### src/rtl/ctrl_mem_arb.sv
// ctrl_mem_arb: arbitrates one byte-wide RAM port between instruction fetch and load/store,
// serialising words into byte transfers with a configurable RAM read latency.
module ctrl_mem_arb #(
    parameter int ADDR_W     = 32,
    parameter int WORD_BYTES = 4,
    parameter int RD_LAT     = 1,
    parameter int LEN_W      = 4
) (
    input  logic                    clock,
    input  logic                    reset,
    input  logic                    if_discard,
    input  logic                    if_read,
    input  logic [ADDR_W-1:0]       if_addr,
    input  logic                    mem_read,
    input  logic                    mem_write,
    input  logic [ADDR_W-1:0]       mem_addr,
    input  logic [8*WORD_BYTES-1:0] mem_wdata,
    input  logic [LEN_W-1:0]        mem_length,
    input  logic                    mem_signed,
    output logic                    ram_rw,
    output logic [ADDR_W-1:0]       ram_addr,
    output logic [7:0]              ram_w_data,
    input  logic [7:0]              ram_r_data,
    output logic                    if_busy,
    output logic                    if_ready,
    output logic [8*WORD_BYTES-1:0] if_data,
    output logic                    mem_busy,
    output logic                    mem_ready,
    output logic [8*WORD_BYTES-1:0] mem_rdata
);
    localparam int WW    = 8 * WORD_BYTES;
    localparam int CNT_W = LEN_W + 2;

    typedef enum logic [1:0] {IDLE, READ, WRITE, DONE} state_t;

    state_t            state, state_d;
    logic              serve_if, serve_if_d, sgn, sgn_d;
    logic [CNT_W-1:0]  cnt, cnt_d, len, len_d, idx;
    logic [ADDR_W-1:0] base, base_d, ram_addr_d;
    logic [WW-1:0]     rx, rx_d, rx_next, keep, fill, ext, if_data_d, mem_rdata_d;
    logic [7:0]        top, ram_w_data_d;
    logic              ram_rw_d, if_busy_d, if_ready_d, mem_busy_d, mem_ready_d;

    // cnt = number of edges since acceptance; byte (cnt-1-RD_LAT) is on ram_r_data now
    always_comb begin
        idx     = cnt - CNT_W'(RD_LAT + 1);
        rx_next = (cnt > CNT_W'(RD_LAT)) ? (rx | (WW'(ram_r_data) << {idx, 3'b0})) : rx;
        keep    = ~({WW{1'b1}} << {len, 3'b0});
        top     = 8'(rx_next >> {len - CNT_W'(1), 3'b0});
        fill    = {WW{sgn & top[7]}};
        ext     = (rx_next & keep) | (fill & ~keep);
    end

    always_comb begin
        state_d       = state;
        serve_if_d    = serve_if;
        sgn_d         = sgn;
        cnt_d         = cnt;
        len_d         = len;
        base_d        = base;
        rx_d          = rx;
        ram_rw_d      = ram_rw;
        ram_addr_d    = ram_addr;
        ram_w_data_d  = ram_w_data;
        if_busy_d     = if_busy;
        mem_busy_d    = mem_busy;
        if_ready_d    = 1'b0;
        mem_ready_d   = 1'b0;
        if_data_d     = if_data;
        mem_rdata_d   = mem_rdata;
        case (state)
            IDLE: begin
                ram_rw_d   = 1'b0;
                ram_addr_d = '0;
                cnt_d      = CNT_W'(1);
                rx_d       = '0;
                if (mem_write || mem_read) begin
                    serve_if_d = 1'b0;
                    sgn_d      = mem_signed;
                    len_d      = CNT_W'(mem_length);
                    base_d     = mem_addr;
                    if (mem_length == '0) begin
                        state_d     = DONE;
                        mem_ready_d = 1'b1;
                    end else begin
                        state_d      = mem_write ? WRITE : READ;
                        if_busy_d    = 1'b1;
                        ram_rw_d     = mem_write;
                        ram_addr_d   = mem_addr;
                        ram_w_data_d = mem_wdata[7:0];
                    end
                end else if (if_read && !if_discard) begin
                    serve_if_d = 1'b1;
                    sgn_d      = 1'b0;
                    len_d      = CNT_W'(WORD_BYTES);
                    base_d     = if_addr;
                    state_d    = READ;
                    mem_busy_d = 1'b1;
                    ram_addr_d = if_addr;
                end
            end
            READ: begin
                cnt_d = cnt + CNT_W'(1);
                rx_d  = rx_next;
                if (serve_if && if_discard) begin
                    state_d    = IDLE;
                    mem_busy_d = 1'b0;
                    ram_addr_d = '0;
                end else if (cnt == len + CNT_W'(RD_LAT)) begin
                    state_d    = DONE;
                    ram_addr_d = '0;
                    if_busy_d  = 1'b0;
                    mem_busy_d = 1'b0;
                    if (serve_if) begin
                        if_ready_d = 1'b1;
                        if_data_d  = rx_next;
                    end else begin
                        mem_ready_d = 1'b1;
                        mem_rdata_d = ext;
                    end
                end else if (cnt < len) begin
                    ram_addr_d = base + ADDR_W'(cnt);
                end
            end
            WRITE: begin
                cnt_d = cnt + CNT_W'(1);
                if (cnt < len) begin
                    ram_addr_d   = base + ADDR_W'(cnt);
                    ram_w_data_d = 8'(mem_wdata >> {cnt, 3'b0});
                end else begin
                    state_d     = DONE;
                    ram_rw_d    = 1'b0;
                    ram_addr_d  = '0;
                    if_busy_d   = 1'b0;
                    mem_ready_d = 1'b1;
                end
            end
            default: state_d = IDLE;
        endcase
    end

    always_ff @(posedge clock or posedge reset) begin
        if (reset) begin
            state      <= IDLE;
            serve_if   <= 1'b0;
            sgn        <= 1'b0;
            cnt        <= '0;
            len        <= '0;
            base       <= '0;
            rx         <= '0;
            ram_rw     <= 1'b0;
            ram_addr   <= '0;
            ram_w_data <= '0;
            if_busy    <= 1'b0;
            mem_busy   <= 1'b0;
            if_ready   <= 1'b0;
            mem_ready  <= 1'b0;
            if_data    <= '0;
            mem_rdata  <= '0;
        end else begin
            state      <= state_d;
            serve_if   <= serve_if_d;
            sgn        <= sgn_d;
            cnt        <= cnt_d;
            len        <= len_d;
            base       <= base_d;
            rx         <= rx_d;
            ram_rw     <= ram_rw_d;
            ram_addr   <= ram_addr_d;
            ram_w_data <= ram_w_data_d;
            if_busy    <= if_busy_d;
            mem_busy   <= mem_busy_d;
            if_ready   <= if_ready_d;
            mem_ready  <= mem_ready_d;
            if_data    <= if_data_d;
            mem_rdata  <= mem_rdata_d;
        end
    end
endmodule
### config.mk
export PLATFORM = sky130hd
export DESIGN_NAME = ctrl_mem_arb
export DESIGN_NICKNAME = d
export VERILOG_FILES = /design/src/rtl/ctrl_mem_arb.sv
export SDC_FILE = /design/constraint.sdc
export NUM_CORES = 1
export LEC_CHECK = 0
export ABC_AREA = 0
export ABC_CLOCK_PERIOD_IN_PS = 7700
export BUFFER_PORTS_ARGS = -buffer_cell sky130_fd_sc_hd__buf_2
export CORE_ASPECT_RATIO = 1.25
export CORE_UTILIZATION = 55
export DETAILED_ROUTE_END_ITERATION = 16
export GPL_ROUTABILITY_DRIVEN = 0
export PLACE_DENSITY = 0.78
export SETUP_SLACK_MARGIN = 0.4
export SYNTH_ARGS = -nofsm -noshare
export SYNTH_HDL_FRONTEND = slang
export SYNTH_SLANG_ARGS = --single-unit
### constraint.sdc
create_clock -name clock -period 7.7 [get_ports clock]
set_input_delay 1.54 -clock clock [delete_from_list [all_inputs] [get_ports clock]]
set_output_delay 1.54 -clock clock [all_outputs]
set_load 0.01 [all_outputs]
==> Word level (Yosys, flattened, before mapping) <==
Cells that the tools add are included.
{ "totals": {"elab_cells": 125, "register_bits": 189, "output_inout_bits": 109, "input_bits": 115} }
{ "op_classes": {"n_mux": 54, "shift": 4, "eq_ne": 14, "order_cmp": 2, "reduce_logical": 21, "n_addsub": 5, "bitwise_logic": 9} }
{ "ops": {"columns": ["op", "n"], "rows": [
  ["2-to-1 mux 32 bit", 10],
  ["case mux 32 bit (3 select lines)", 1],
  ["bitwise AND 32 bit", 2],
  ["inverter 32 bit", 2],
  ["OR 32 bit", 2],
  ["case mux 32 bit (2 select lines)", 1],
  [">> shifter 32 x 9 -> 8 bit", 2],
  ["adder 32 x 6 -> 32 bit", 1],
  ["<< shifter 32 x 9 -> 32 bit (first input constant)", 1],
  ["<< shifter 8 x 9 -> 32 bit", 1],
  ["2-to-1 mux 8 bit", 3],
  ["2-to-1 mux 1 bit", 23],
  ["!= test 2 bit (second input constant)", 8],
  ["case mux 8 bit (2 select lines)", 1],
  ["AND reduction 4 bit", 4],
  ["2-to-1 mux 2 bit", 7],
  ["adder 6 x 1 -> 6 bit (second input constant)", 2],
  ["2-to-1 mux 6 bit", 2],
  ["case mux 6 bit (2 select lines)", 1],
  ["nonzero test 2 bit", 4],
  ["== test 6 bit", 1],
  ["> comparator 6 x 1 -> 1 bit (second input constant)", 1],
  ["less-than comparator 6 bit", 1],
  ["!= test 3 bit (second input constant)", 2],
  ["20 further kinds", 26]
]} }

==> Logic depth before layout (Yosys ltp) <==
Gate-level depths: netlist of run 1.
{ "logic_depth": {"depth_word": 8, "ltp_mapped": 11, "ltp_nobuf": 8} }

==> Worst setup path before layout of run 1 <==
OpenSTA, ideal clock, no wires.
{ "synth_timing": {"path_kind": "input to register", "startpoint": "in mem_write", "endpoint": "reg len[2]", "path_slack_ns": 4.632, "t_arrival_ns": 2.935, "path_stages": 6, "required_time_ns": 7.567, "n_path_buf": 3, "setup_time_ns": 0.133, "cell_sequence": "or2_2 clkbuf_1 o21ai_1 clkbuf_1 buf_1 a21oi_1"} }
{ "synth_via": {"elab_chain_len": 3, "elab_cells_between_ends": 4, "classes_between": "1 x mux; 3 x reduce/logical"} }
{ "synth_rtl": {"columns": ["item", "line_no", "text"], "rows": [
  ["start: declaration", "15", "input logic mem_write,"],
  ["logical OR 1 bit *", "77", "if (mem_write || mem_read) begin"],
  ["nonzero test 2 bit (no source line)", null, null],
  ["AND reduction 2 bit (no source line)", null, null],
  ["end signal: assignment", "165", "len <= len_d;"],
  ["end: declaration", "38", "logic [CNT_W-1:0] cnt, cnt_d, len, len_d, idx;"]
]} }
Every way passes the cells marked *; elsewhere a longest branch is shown, timed or not.
A chain may end at the register's enable or synchronous reset.

==> Worst setup path after layout of run 1 <==
{ "layout_timing": {"startpoint": "reg cnt[1]", "endpoint": "reg mem_rdata[25]"} }
{ "layout_via": {"elab_chain_len": 8, "elab_cells_between_ends": 12, "classes_between": "1 x add/sub; 1 x order compare; 1 x eq/ne; 2 x shift; 1 x mux; 5 x bitwise; 1 x reduce/logical"} }
{ "layout_rtl": {"columns": ["item", "line_no", "text"], "rows": [
  ["start: declaration", "38", null],
  ["start signal: assignment", "164", "cnt <= cnt_d;"],
  ["subtractor 6 x 2 -> 6 bit", "46", "idx = cnt - CNT_W'(RD_LAT + 1);"],
  ["<< shifter 8 x 9 -> 32 bit", "47", "rx_next = (cnt > CNT_W'(RD_LAT)) ? (rx | (WW'(ram_r_data) << {idx, 3'b0})) : rx;"],
  ["OR 32 bit", "47", null],
  ["2-to-1 mux 32 bit", "47", null],
  [">> shifter 32 x 9 -> 8 bit", "49", "top = 8'(rx_next >> {len - CNT_W'(1), 3'b0});"],
  ["bitwise AND 1 bit", "50", "fill = {WW{sgn & top[7]}};"],
  ["bitwise AND 32 bit", "51", "ext = (rx_next & keep) | (fill & ~keep);"],
  ["OR 32 bit", "51", null],
  ["end signal: assignment", "176", "mem_rdata <= mem_rdata_d;"],
  ["end: declaration", "29", "output logic [8*WORD_BYTES-1:0] mem_rdata"]
]} }
Parallel ways exist; a longest one is shown, timed or not.

==> flow_summary.json, run 1 <==
{
  "crit_path_cell_trace": "inv_1 > ha_1 > nor2_1 > o21ai_1 > nor3_1 > a21oi_1 > or3_1 > nand3_1",
  "ant_nets": 0,
  "ys_async_sr_fraction": 1.00,
  "die_h_um": 152,
  "cts_tree": "yes",
  "io_buffers": 223,
  "grt_first_pass_wirelength_um": 43400,
  "ios": 224,
  "post-route-cell-area_um2": 11800,
  "holdWs_ns": 0.484,
  "slowest_stage": "dfrtp_1",
  "power_density_nw_per_um2": 402,
  "fmax_ghz": 0.285,
  "min_path_cells": 2,
  "cts_made_buffers": 17,
  "ctsLongestPathBuffers": 2,
  "syn_nets": 1220,
  "placementRows": 54,
  "grt_pass1_vias": 8664,
  "setup_violations": 0,
  "dpl_cell_area_um2": 11200,
  "ir_worst_vdd_uv": 192,
  "r2r_cells": 8,
  "status": "completed",
  "hold_path_class": "register to register",
  "die_area_um2": 18600,
  "via_per_inst": 5.98,
  "tns_ns": 0,
  "synth-edff-count": 0,
  "ys.warnings.count": 0,
  "wirelength_um": 26900,
  "place_ws_ns": 3.87,
  "grt_usage": 0.296,
  "hold_viol": 0,
  "rsz0062_at_grt": "no",
  "antenna_found_initial": 4,
  "clkTransAtPathRegs_ns": 0.08,
  "crit_required_ns": 8.07,
  "slowest_delay_ns": 0.95,
  "clock_latency_ns": 0.44,
  "final_max_slew_viol_count": 0,
  "p_leak_uw": 0.00550,
  "cts_hold_buffers": 0,
  "fin_crit_sh": 0.455,
  "path_class": "register to register",
  "clock-sinks": 187,
  "drtIter0Drc": 594,
  "layout_common_cells": "buf_2, dfrtp_1, a21oi_1, nor2_1, nand2_1",
  "finalCriticalPeriod_ns": 3.50,
  "fp.dieW_um": 122,
  "fin_ws_ns": 4.20,
  "netlist_area_um2": 9940,
  "initial_core_util": 0.566,
  "cp-end-kind": "register",
  "drt_first_pass_iters": 5,
  "power_uw": 4740,
  "clockRootBuffer": "clkbuf_16",
  "cts.htree.levels": 4,
  "synth-seq-cells": 187,
  "cts_resized": 0,
  "synth-main-ff-cell": "dfrtp_1",
  "wl_per_cell_um": 17.9,
  "cap_violations": 0,
  "layout.nets": 1402,
  "seq_area_frac_synth": 0.471,
  "hpwl_um": 18700,
  "cp.arrival_ns": 3.87,
  "worstMarginPinSlew_ns": 1.17,
  "ys_types": 68,
  "core-area_um2": 17600,
  "synthToLayoutAreaGrowth_pct": 18.5,
  "relSlewSlack": 0.220,
  "postCtsSetupBuffers": 0,
  "synth.avg_cell_area_um2": 9.19,
  "cp_max_fo": 23,
  "drive_gt1_frac": 0.230,
  "fin_skew_ns": 0.0110,
  "drc": 0,
  "grt_start_max_net_pins": 108,
  "grt-ovfl-total": 0,
  "vias": 9000,
  "n_fill_cell": 1467,
  "layout_commonest_cell": "buf_2",
  "start_kind": "register",
  "synthCells": 1082
}
worst paths after layout:
kind                        start             to  slack [ns]
max reg2reg                cnt[1]  mem_rdata[25]        4.20
max                        cnt[1]  mem_rdata[25]        4.20
min reg2reg                rx[22]         rx[22]        0.48
min in group asynchronous   reset   ram_addr[13]        1.24
max in group asynchronous   reset        base[1]        4.93
min                        rx[22]         rx[22]        0.48
where the power goes:
group / leakage, uW / switching [uW] / internal, uW
registers: 0.00235 / 306 / 1380
logic: 0.00286 / 1330 / 824
clock network: 0.000289 / 415 / 477
total: 0.00550 / 2050 / 2680
state kept, by name (all words and copies together), names as in the netlist:
register and count:
state 2, sgn 1, len 4, rx 32, cnt 6, mem_ready 1
mem_busy 1, if_ready 1, if_busy 1, serve_if 1, mem_rdata 32, base 32
ram_addr 32, ram_w_data 8, ram_rw 1, if_data 32
metal layers:
metal	vias up	GRT usage	routed length (um)
li1	4261	-	-
met1	4366	0.369	10800
met2	320	0.502	13800
met3	53	0.0576	1740
met4	0	0.109	651
met5	-	0	0
kinds of logic (layout without fill, tap and decap cells):
group           count (synthesis)  after routing  share of synthesized area
xor+xnor                       29             29                     0.0255
simple gates                  388            388                      0.185
compound gates                324            324                      0.198
buf+inv                        87            282                     0.0362
flops                         187            187                      0.471
mux                            44             44                     0.0545
fa+ha+maj                      23             23                     0.0297
other cells                     0              5                          0
synth_stat cells, drive strengths merged, types with 2 or more instances:
cell,number,share of area
and3,10,0.0063
nand4,7,0.0063
a31oi,15,0.011
a22oi,2,0.0015
nand2b,4,0.0025
a21oi,148,0.075
o211ai,5,0.0043
mux4,8,0.018
a21boi,2,0.0019
nor2b,12,0.0076
and4b,2,0.0020
mux2i,35,0.035
and4,2,0.0018
buf,21,0.011
and2,13,0.0082
a32oi,32,0.028
nand2,116,0.044
a211oi,2,0.0020
a41oi,4,0.0035
or4,2,0.0015
xnor2,17,0.015
ha,22,0.028
o31a,4,0.0035
nor2,123,0.046
nand3b,3,0.0023
nor3,20,0.011
or3,23,0.014
clkbuf,51,0.019
inv,15,0.0057
o2111ai,2,0.0035
nor4,12,0.0097
dfrtp,187,0.47
a22o,6,0.0053
xor2,12,0.011
a21o,4,0.0030
o21ai,82,0.041
nand3,34,0.017
o21a,7,0.0053
layout make-up:
| class | instances | area [um2] | share of cell area |
|---|---|---|---|
| diodes | 5 | 12.5 | 0.00106 |
| inverters | 15 | 63.8 | 0.00542 |
| flip-flops and latches | 187 | 4680 | 0.397 |
| clock buffers | 19 | 453 | 0.0385 |
| clock inverters | 13 | 150 | 0.0127 |
| repair buffers | 235 | 1210 | 0.102 |
| multi-input cells | 808 | 4930 | 0.419 |
| well taps | 224 | 280 | 0.0238 |
metrics by stage:
step                utilization  std cells
floorplan                     -       1082
global placement          0.635       1469
detailed placement        0.635       1469
CTS                       0.670       1501
global route              0.670       1503
finish                    0.671       1506
worst max-delay path: cells and delay by family, from the launching register on:
family                     cells  cell delay [ns]
AOI/OAI and AO/OA              2             0.39
adders and majority gates      1             0.30
buffers and inverters          1             0.32
DFF                            1             0.95
and+or+nand+nor                4             1.48
(Power assumes the default switching activity.)
==> inputs of run 2 (changes only) <==
--- a/config.mk
+++ b/config.mk
@@ -6,7 +6,7 @@
 export NUM_CORES = 1
 export LEC_CHECK = 0
 export ABC_AREA = 0
-export ABC_CLOCK_PERIOD_IN_PS = 7700
+export ABC_CLOCK_PERIOD_IN_PS = 3460
 export BUFFER_PORTS_ARGS = -buffer_cell sky130_fd_sc_hd__buf_2
 export CORE_ASPECT_RATIO = 1.25
 export CORE_UTILIZATION = 55
==> constraint.sdc (replaced) <==
create_clock -name clock -period 3.46 [get_ports clock]
set_input_delay 0.692 -clock clock [delete_from_list [all_inputs] [get_ports clock]]
set_output_delay 0.692 -clock clock [all_outputs]
set_load 0.01 [all_outputs]
==> run 2 against run 1 <==
Cell count up 1.7%. Power up 130%. Die area unchanged. Clock skew up 0.0034 ns. Hold slack worse by 0.086 ns. Clock power up 120%. Largest cell class unchanged. Non-clock buffer count up 26. Largest power group unchanged. Via count up 0.94%. Routed wire length up 3.4%.
==> flow_summary.json, run 2 (same netlist as run 1, synthesis figures left out) <==
{
  "status": "completed",
  "grtUsageMet3": 0.0505,
  "path_class": "register to register",
  "cts.htree.levels": 4,
  "relSlewSlack": 0.224,
  "p_sw_frac": 0.435,
  "p_sw_uw": 4740,
  "slowest_delay_ns": 0.51,
  "power_frac_comb": 0.476,
  "core-area_um2": 17600,
  "vias": 9085,
  "post-route-util": 0.688,
  "p_seq_frac": 0.343,
  "placed_cells": 1485,
  "drtIter0Drc": 641,
  "wl_per_cell_um": 18.2,
  "crit_path_cell_trace": "ha_1 > or3b_1 > a211oi_4 > o211ai_2 > a31oi_4 > buf_4 > buf_12 > o21a_1 > a21oi_1",
  "layout_common_cells": "buf_2, dfrtp_1, a21oi_1, nor2_1, nand2_1",
  "p_leak_uw": 0.00565,
  "cp-end-kind": "register",
  "fin_skew_ns": 0.0144,
  "drc": 0,
  "grt_start_max_net_pins": 70,
  "cp.arrival_ns": 3.27,
  "final_max_slew_viol_count": 0,
  "wirelength_um": 27800,
  "fin_crit_sh": 0.852,
  "grt_usage": 0.307,
  "drive_gt1_frac": 0.248,
  "power_density_nw_per_um2": 901,
  "globalRouteMet2Util": 0.520,
  "power_frac_clock": 0.181,
  "clkTransAtPathRegs_ns": 0.07,
  "tns_ns": 0,
  "io_buffers": 223,
  "fp.dieW_um": 122,
  "clockRootBuffer": "clkbuf_16",
  "cts_tree": "yes",
  "crit_buf_inv": 2,
  "die_area_um2": 18600,
  "cap_violations": 0,
  "crit_required_ns": 3.78,
  "ios": 224,
  "hpwl_um": 19500,
  "rsz0062_at_grt": "no",
  "ant_nets": 0,
  "slowest_stage": "dfrtp_1",
  "grt_busiest_layer": "met2",
  "ir_worst_vdd_uv": 550,
  "worstMarginPinSlew_ns": 1.16,
  "drt_first_pass_iters": 5,
  "met1_usage": 0.381,
  "ctsLongestPathBuffers": 2,
  "placementRows": 54,
  "grt-ovfl-total": 0,
  "final_cells": 1531,
  "fmax_ghz": 0.339,
  "antenna_found_initial": 3,
  "grt_first_pass_wirelength_um": 44600,
  "initial_core_util": 0.566,
  "start_kind": "register",
  "cp_max_fo": 28,
  "layout.nets": 1429,
  "grt_pass1_vias": 8827,
  "via_per_inst": 5.93,
  "crit_family": "compound AO/OA/AOI/OAI gates",
  "cts_made_buffers": 17,
  "synthToLayoutAreaGrowth_pct": 21.5,
  "layout_commonest_cell": "buf_2",
  "internal_power_uw": 6150,
  "hold_viol": 0,
  "clock_latency_ns": 0.44,
  "die_h_um": 152,
  "finalCriticalPeriod_ns": 2.95,
  "setup_violations": 0,
  "clock-sinks": 187,
  "hold_path_class": "input pin to async pin"
}
-- run 2: routing by layer --
layer / share of wire / vias to the layer above / wire length, um
li1: - / 4314 / -
met1: 0.39 / 4355 / 11000
met2: 0.51 / 354 / 14200
met3: 0.063 / 60 / 1750
met4: 0.033 / 2 / 910
met5: 0.00029 / - / 8
-- run 2: final cells by class --
type / instances / area, um2
antenna: 3 / 7.51
clock buffer: 19 / 443
clock inverter: 13 / 156
fill: 1449 / 5480
inverter: 15 / 60.1
multi-input combinational: 809 / 4990
sequential: 187 / 4680
tap: 224 / 280
timing repair buffer: 261 / 1460
-- run 2: worst paths after layout --
check	depth (start not counted)	endpoint	start	slack (ns)
max reg2reg	9	ram_addr[25]	len[1]	0.51
min in group clock	2	mem_rdata[8]	mem_rdata[8]	0.48
max in group asynchronous	3	if_data[10]	reset	2.31
min reg2reg	2	mem_rdata[8]	mem_rdata[8]	0.48
max	9	ram_addr[25]	len[1]	0.51
min	2	ram_w_data[4]	reset	0.40
-- run 2: what timing repair did --
| item | 4_1_cts | 5_1_grt |
|---|---|---|
| pin swaps | 2 | 3 |
| gates resized for setup | 3 | 4 |
| gates cloned | 1 | 0 |
| hold buffers | 0 | 0 |
| buffers inserted | 2 | 8 |
| endpoints found under the setup margin | 30 | 57 |
-- run 2: worst register-to-register path: stages, from the launching register on --
cell	delay, ns
dfrtp_1	0.51
ha_1	0.27
or3b_1	0.43
a211oi_4	0.47
o211ai_2	0.30
a31oi_4	0.32
buf_4	0.16
buf_12	0.16
o21a_1	0.16
a21oi_1	0.07
-- run 2: metrics by stage --
step	worst slack [ns]	hold slack [ns]	cell area, um2	total power [uW]
CTS	0.404	0.399	12000	10800
detailed placement	0.317	0.468	11300	8690
floorplan	0.362	0.450	9950	6990
global placement	0.416	0.460	11300	8520
finish	0.514	0.399	12100	10900
global route	0.410	0.438	12100	11700
-- run 2: power groups by stage --
stage | Sequential (uW) | Combinational, uW | Clock [uW]
final | 3740 | 5180 | 1970
after global routing | 3850 | 5730 | 2090
after CTS | 3730 | 5080 | 2000
after detailed placement | 3760 | 4930 | 0
after global placement | 3740 | 4790 | 0
after floorplan | 3890 | 3090 | 0
